## src/rtl/wait_cond_seq.sv

```systemverilog
// Sequenced wait-for-condition engine: walks a small table of signed compare
// conditions against a watched value, with an optional per-step timeout.
module wait_cond_seq #(
    parameter int WIDTH = 32,
    parameter int DEPTH = 4,
    parameter int TMO_W = 16
) (
    input  logic                       clk,
    input  logic                       rst,
    input  logic                       cfg_we,
    input  logic [$clog2(DEPTH)-1:0]   cfg_idx,
    input  logic [2:0]                 cfg_op,
    input  logic signed [WIDTH-1:0]    cfg_lo,
    input  logic signed [WIDTH-1:0]    cfg_hi,
    input  logic [$clog2(DEPTH):0]     cfg_len,
    input  logic [TMO_W-1:0]           timeout,
    input  logic                       start,
    input  logic                       abort,
    input  logic signed [WIDTH-1:0]    value,
    output logic                       busy,
    output logic [$clog2(DEPTH)-1:0]   step_idx,
    output logic                       step_hit,
    output logic                       done,
    output logic                       timed_out
);

    localparam int IW = $clog2(DEPTH);
    localparam int LW = IW + 1;

    typedef enum logic [0:0] {StIdle, StWait} state_t;

    state_t                  state_q;
    logic [2:0]              op_q [DEPTH];
    logic signed [WIDTH-1:0] lo_q [DEPTH];
    logic signed [WIDTH-1:0] hi_q [DEPTH];
    logic [LW-1:0]           len_q;
    logic [TMO_W-1:0]        tmo_q;
    logic [TMO_W-1:0]        timer_q;

    logic [LW-1:0]           len_eff;
    logic                    cond;
    logic                    last;
    logic                    expire;

    function automatic logic eval_cond(input logic [2:0] op,
                                       input logic signed [WIDTH-1:0] v,
                                       input logic signed [WIDTH-1:0] lo,
                                       input logic signed [WIDTH-1:0] hi);
        logic r;
        case (op)
            3'd0:    r = (v == lo);
            3'd1:    r = (v != lo);
            3'd2:    r = (v < lo);
            3'd3:    r = (v > lo);
            3'd4:    r = (v > lo) && (v < hi);
            3'd5:    r = (v <= lo);
            3'd6:    r = (v >= lo);
            default: r = 1'b1;
        endcase
        return r;
    endfunction

    always_comb begin
        len_eff = (cfg_len > LW'(DEPTH)) ? LW'(DEPTH) : cfg_len;
        cond    = eval_cond(op_q[step_idx], value, lo_q[step_idx], hi_q[step_idx]);
        last    = (LW'(step_idx) == len_q - LW'(1));
        // Expiry fires on the T-th consecutive unsatisfied cycle of a step.
        expire  = (tmo_q != '0) && (timer_q >= tmo_q - TMO_W'(1));
    end

    // Table has no reset; it is only writable while idle.
    always_ff @(posedge clk) begin
        if (!rst && cfg_we && state_q == StIdle) begin
            op_q[cfg_idx] <= cfg_op;
            lo_q[cfg_idx] <= cfg_lo;
            hi_q[cfg_idx] <= cfg_hi;
        end
    end

    always_ff @(posedge clk) begin
        if (rst) begin
            state_q   <= StIdle;
            busy      <= 1'b0;
            step_idx  <= '0;
            step_hit  <= 1'b0;
            done      <= 1'b0;
            timed_out <= 1'b0;
            timer_q   <= '0;
            len_q     <= '0;
            tmo_q     <= '0;
        end else begin
            step_hit  <= 1'b0;
            done      <= 1'b0;
            timed_out <= 1'b0;
            unique case (state_q)
                StIdle: begin
                    if (start) begin
                        if (len_eff == '0) begin
                            done <= 1'b1;
                        end else begin
                            state_q  <= StWait;
                            busy     <= 1'b1;
                            step_idx <= '0;
                            timer_q  <= '0;
                            len_q    <= len_eff;
                            tmo_q    <= timeout;
                        end
                    end
                end
                StWait: begin
                    if (abort) begin
                        state_q <= StIdle;
                        busy    <= 1'b0;
                    end else if (cond) begin
                        step_hit <= 1'b1;
                        timer_q  <= '0;
                        if (last) begin
                            done    <= 1'b1;
                            state_q <= StIdle;
                            busy    <= 1'b0;
                        end else begin
                            step_idx <= step_idx + IW'(1);
                        end
                    end else if (expire) begin
                        timed_out <= 1'b1;
                        state_q   <= StIdle;
                        busy      <= 1'b0;
                    end else if (timer_q != '1) begin
                        timer_q <= timer_q + TMO_W'(1);
                    end
                end
                default: begin
                    state_q <= StIdle;
                    busy    <= 1'b0;
                end
            endcase
        end
    end

endmodule

```

## config.mk

```make
export PLATFORM = sky130hd
export DESIGN_NAME = wait_cond_seq
export DESIGN_NICKNAME = d
export VERILOG_FILES = /design/src/rtl/wait_cond_seq.sv
export SDC_FILE = /design/constraint.sdc
export NUM_CORES = 1
export LEC_CHECK = 0
export ABC_AREA = 1
export CORE_MARGIN = 5
export CORE_UTILIZATION = 65
export DETAILED_ROUTE_END_ITERATION = 12
export DONT_BUFFER_PORTS = 1
export MAX_ROUTING_LAYER = met4
export PLACE_DENSITY = 0.9
export SLEW_MARGIN = 10
export SYNTH_ARGS = -nofsm -noshare
export SYNTH_HDL_FRONTEND = slang
export SYNTH_SLANG_ARGS = --single-unit
```

## constraint.sdc

```tcl
create_clock -name clk -period 13.1 [get_ports clk]
set_input_delay 2.62 -clock clk [delete_from_list [all_inputs] [get_ports clk]]
set_output_delay 2.62 -clock clk [all_outputs]
set_load 0.03 [all_outputs]
```

==> impl_metrics.toml, run 1 <==
[outcome]
status = "complete, no violations"

[global_route]
grt_pass1_vias = 9695
grt-ovfl-total = 0
grt_max_degree = 93
antenna_found_initial = 0
track_usage_pct = 24.6
grt_pass1_wl_microns = 49800

[synthesis]
synth_top_flop_cell = "edfxtp_1"
synth_top_area_share_pct = 55.8
avgSynthCellArea_sq_um = 11.3
synth-simple-area-share_pct = 15.0
synth_area_leaders = "edfxtp_1 (56%), nand2_1 (7.9%), ha_1 (7.1%)"
synth_xor_area_share_pct = 1.64
synth_top_area_cell = "edfxtp_1"
ys_async_sr_fraction_pct = 0
synthAdderAreaFrac_pct = 7.11
synth-edff-count = 268
synthesis.area_sq_um = 14400
synth_compound_area_share_pct = 10.5
synth_cells = 1281
synth_mux_area_share_pct = 0
synth_top_family_by_area = "simple AND/OR/NAND/NOR gates"
ys_ff_latch = 312
syn_nets = 1488
ys_warn_count = 0
synth_seq_area_share_pct = 61.9
synth.distinct_cells = 45

[final_layout]
nNetsFinal = 1470
area_growth_pct = 8.20
fillCellCount = 1453
final_area_sq_um = 15600
layout_common_cells = "nand2_1 (302), edfxtp_1 (268), a21oi_1 (113)"
layout_commonest_cell = "nand2_1"
diodes = 0
drive_above_1_share_pct = 7.70
fin_cells = 1565

[placement]
dp_slack_ns = 7.69
place_inst = 1511
hpwl_microns = 19900
io_buffers = 0
place_area_sq_um = 14600
gp_congestion = 0.834

[worst_setup_path]
start_kind = "flop"
crit_fanout = 90
cp.required_ns = 13.54
critPathArrivalTime_ns = 5.47
path_class = "flop to flop"
crit_path_end_kind = "flop"

[clock_network]
clkTransAtPathRegs_ns = 0.06
htreeDepth = 1
cts_setup_buffers = 0
holdBufCountCts = 0
clock-root-buffer = "clkbuf_16"
cts_buffer_depth = 3
cts_buffers = 30
postCtsResizedCells = 0
cts_tree = "done"
clock-sinks = 312
clk_latency_ns = 0.57

[min_path]
min_path_type = "flop to flop"
min_from = "tmo_q[1]"

[sta]
fmax_ghz = 0.199
fin_crit_sh_pct = 38.4
skew_ns = 0.0256
max-slew-margin-rel_pct = 27.1
drv_slew = 0
fin_crit_ns = 5.04
tns_ns = 0
rsz0062_at_grt = "false"
tightestPinTransition_ns = 1.09
timing.hold.ws_ns = 0.483
setup_viol = 0
post-route-worst-setup-slack_ns = 8.06
timing_hold_violations_final = 0

[floorplan]
core_area_sq_um = 21800
start_util_pct = 66.1
die_h_microns = 159
die_x_microns = 159
rows = 54
die_area_sq_um = 25300
io_pins = 131

[pwr]
p_leak_uw = 0.00599
p_per_area_nw_per_um2 = 147
vdd_drop_max_uv = 119

[drt]
drcViolationCount = 0
dr.pass1.iters = 7
totalWireLength_microns = 31300
vias = 9676
antenna_left = 0
wl_per_cell_microns = 20.0
drtIter0Drc = 853
vias_per_cell = 6.18

[run]
max_cap_violations = 0
## cell type report
class | instances | area (sq um) | area share, %
well taps | 280 | 350 | 2.24
repair buffers | 7 | 52.6 | 0.337
multi-input cells | 831 | 4960 | 31.8
inverters | 81 | 312 | 2.00
clock buffers | 36 | 773 | 4.95
flip-flops and latches | 312 | 8930 | 57.2
clock inverters | 18 | 231 | 1.48
## per-layer routing
metal  vias up  part of all wire, %  track usage, %
met5         -                    0               -
met4         0                  2.6            6.55
met3        64                  9.7            6.76
met2       459                   50            40.3
met1      4589                   38            30.6
li1       4564                    -               -
## worst max-delay path: stages (launching register included)
cell and delay [ns]:
dfxtp_4 0.50, inv_4 0.41, buf_4 0.81, nand2_1 0.13, a32o_1 0.27, ha_1 0.27, nand2_1 0.06, inv_2 0.06
nand3_1 0.08, nor3_1 0.41, nand2_1 0.10, nand2_1 0.13, nand2_1 0.11, nand2_1 0.08, nand2_1 0.09, nand3_1 0.10
nand2_1 0.06, nand2_1 0.05, nand2_1 0.05, nand2_2 0.31, nand4_4 0.31, nand2_4 0.19, inv_4 0.12, nor2_1 0.10
nor2_1 0.06
## synth_stat cells, types with 4 or more instances
master	number
xor2_1	21
inv_2	5
a21oi_1	113
nand2_2	5
o21ai_1	5
o21ai_0	29
buf_2	5
nand2_1	302
edfxtp_1	268
nor2_2	15
dfxtp_1	44
nor2_1	69
xnor2_1	6
nand3_2	4
nor3_1	15
nand4_1	27
clkbuf_1	31
buf_1	18
a32o_1	63
ha_1	82
nand3_1	43
inv_1	71
## stage by stage
| stage | util, % | total power [uW] |
|---|---|---|
| after CTS | 71.5 | 2300 |
| after global placement | 66.9 | 1420 |
| after global routing | 71.5 | 2390 |
| after detailed placement | 66.9 | 1440 |
| final | 71.5 | 2300 |
| after floorplan | - | 1370 |
## worst paths after layout
check                             endpoint  slack (ns)  cells after the start
worst max-delay path            timer_q[0]        8.06                     24
worst min-delay path              tmo_q[1]        0.48                      2
worst max register to register  timer_q[0]        8.06                     24
worst min register to register    tmo_q[1]        0.48                      2
## flip-flops by register name, summed over array words and instances, names as in the netlist, named ones only
name and cells:
busy 1, done 1, hi_q 128, len_q 3, lo_q 128, op_q 12, state_q 1, step_hit 1
step_idx 2, timed_out 1, timer_q 16, tmo_q 16
## cells by family after synthesis
| kind of cell | after synthesis |
|---|---|
| XOR/XNOR | 27 |
| AND/OR/NAND/NOR | 494 |
| adder cells (fa/ha/maj) | 82 |
| flip-flops | 312 |
| AO/OA/AOI/OAI | 228 |
| buffers and inverters | 138 |
## power breakdown
part	leakage (uW)	total, uW	switching (uW)	internal, uW
registers	0.00279	1130	26.4	1110
logic	0.00271	286	182	104
clock network	0.000486	875	357	518
total	0.00599	2300	566	1730
Note: power is estimated with default switching activity, not from simulation.
==> run 2: changes to the inputs <==
- CORE_UTILIZATION: 65 -> 64
- PLACE_DENSITY: 0.9 -> 0.89
- clock period: 13.1 -> 5.05 ns (I/O delays scaled with it)
==> run 2 against run 1 <==
Compared with the run above:
- combinational power increased to 2.6 times the previous value
- non-clock buffer count increased by 6
- wire length decreased by 0.75%
- clock skew decreased by 0.0068 ns
- count of clock-buffer cells in the layout increased by 2
- worst setup slack got worse by 7.4 ns
- critical path depth decreased by 3
- die area increased by 1.5%
- sequential cell count unchanged
- sequential power increased to 2.6 times the previous value
- first-iteration DRC count increased by 8.7%
- cell count increased by 0.83%
- critical endpoint is now timer_q[15]
==> impl_metrics.toml, run 2 (synthesis results as in run 1) <==
[clock_network]
clock-sinks = 312
cts_buffers = 31
htreeDepth = 1
cts_setup_buffers = 0
clk_latency_ns = 0.55
cts_buffer_depth = 3
clock-root-buffer = "clkbuf_16"
clkTransAtPathRegs_ns = 0.07
holdBufCountCts = 0
postCtsResizedCells = 0
cts_tree = "done"

[global_route]
grt_max_degree = 135
track_usage_pct = 24.7
grt_pass1_vias = 9792
antenna_found_initial = 0
grt-ovfl-total = 0
grt_pass1_wl_microns = 49800

[worst_setup_path]
crit_fanout = 88
ff2ff_setup_slack_ns = 0.63
path_class = "flop to flop"
crit_path_end_kind = "flop"
worst-r2r-cell-count = 21
cp.required_ns = 5.49
critPathArrivalTime_ns = 4.86
regToRegEndpoint = "timer_q[15]"
start_kind = "flop"

[final_layout]
fin_cells = 1578
nNetsFinal = 1477
reg_top3 = "hi_q (128), lo_q (128)"
area_growth_pct = 8.64
post-route-util_pct = 69.9
layout_common_cells = "nand2_1 (302), edfxtp_1 (268), a21oi_1 (113)"
drive_above_1_share_pct = 8.66
diodes = 0
layout_commonest_cell = "nand2_1"

[min_path]
min_path_type = "primary input to flop"
min_from = "rst"
hold-path-endpoint = "state_q"
whs_path_depth = 1

[pwr]
p_per_area_nw_per_um2 = 378
p_leak_uw = 0.00603
power_uw = 5930
vdd_drop_max_uv = 284

[placement]
dp_slack_ns = 0.779
io_buffers = 0
place_inst = 1522
gp_congestion = 0.838
hpwl_microns = 19500

[run]
max_cap_violations = 0

[drt]
top_layer = "met4"
dr.pass1.iters = 5
drcViolationCount = 0
dr_wl_met2_microns = 15300
routed-wl-met3_microns = 2830
antenna_left = 0
drtIter0Drc = 927
vias = 9661
routedLengthMet1_microns = 12000
vias_per_cell = 6.12
wl_per_cell_microns = 19.7
totalWireLength_microns = 31000

[sta]
fin_crit_ns = 4.42
skew_ns = 0.0189
rsz0062_at_grt = "false"
post-route-worst-setup-slack_ns = 0.627
timing_hold_violations_final = 0
timing.hold.ws_ns = 0.514
max-slew-margin-rel_pct = 28.8
fmax_ghz = 0.226
setup_viol = 0
fin_crit_sh_pct = 87.6
tightestPinTransition_ns = 1.07
drv_slew = 0

[floorplan]
die_area_sq_um = 25600
io_pins = 131
die_h_microns = 160
die_x_microns = 160
start_util_pct = 64.3
core_area_sq_um = 22400
rows = 55

[outcome]
status = "complete, no violations"
## run 2: where the power goes
group	internal (uW)	total, uW	switching, uW
registers	2870	2930	56.7
logic	275	754	479
clock network	1320	2250	929
## run 2: final cells by class
| cell class | instances | area, sq um |
|---|---|---|
| clock buffers | 38 | 832 |
| clock inverters | 18 | 173 |
| fillers | 1497 | 6760 |
| inverters | 81 | 312 |
| multi-input cells | 831 | 4960 |
| flip-flops and latches | 312 | 8930 |
| well taps | 285 | 357 |
| repair buffers | 13 | 110 |
## run 2: per-layer routing
metal	GRT usage [%]	vias to the layer above
li1	-	4591
met5	-	-
met4	7.12	0
met2	41.4	391
met3	5.75	77
met1	30.2	4602
## run 2: worst max-delay path by stage
stage,startpoint,endpoint,cells past startpoint
2_1_floorplan,rst,hi_q[0][0],4
3_3_place_gp,flop,timer_q[3],21
3_5_place_dp,flop,timer_q[15],21
4_1_cts,flop,timer_q[15],21
5_1_grt,flop,timer_q[2],21
6_report,flop,timer_q[15],21
## run 2: critical path, stage by stage (launching register included)
cell and delay, ns:
dfxtp_1 0.36, inv_4 0.66, buf_4 0.47, a21oi_1 0.09, a32o_1 0.24, ha_1 0.29
a21oi_1 0.15, o21ai_1 0.07, nand2_1 0.06, o211ai_1 0.08, a21oi_1 0.20, nand3b_1 0.18
nand3_1 0.15, nand2_1 0.06, nand2_1 0.06, nand2_1 0.06, nand2_2 0.30, nand4_4 0.31
nand2_4 0.18, inv_4 0.11, nor2_1 0.11, nor2_1 0.06
## run 2: metrics by stage
| stage | setup TNS (ns) | instance area [sq um] |
|---|---|---|
| 6_report | 0 | 15700 |
| 5_1_grt | 0 | 15700 |
| 4_1_cts | 0 | 15700 |
| 3_5_place_dp | 0 | 14700 |
| 3_3_place_gp | 0 | 14700 |
| 2_1_floorplan | -408.23 | 14400 |
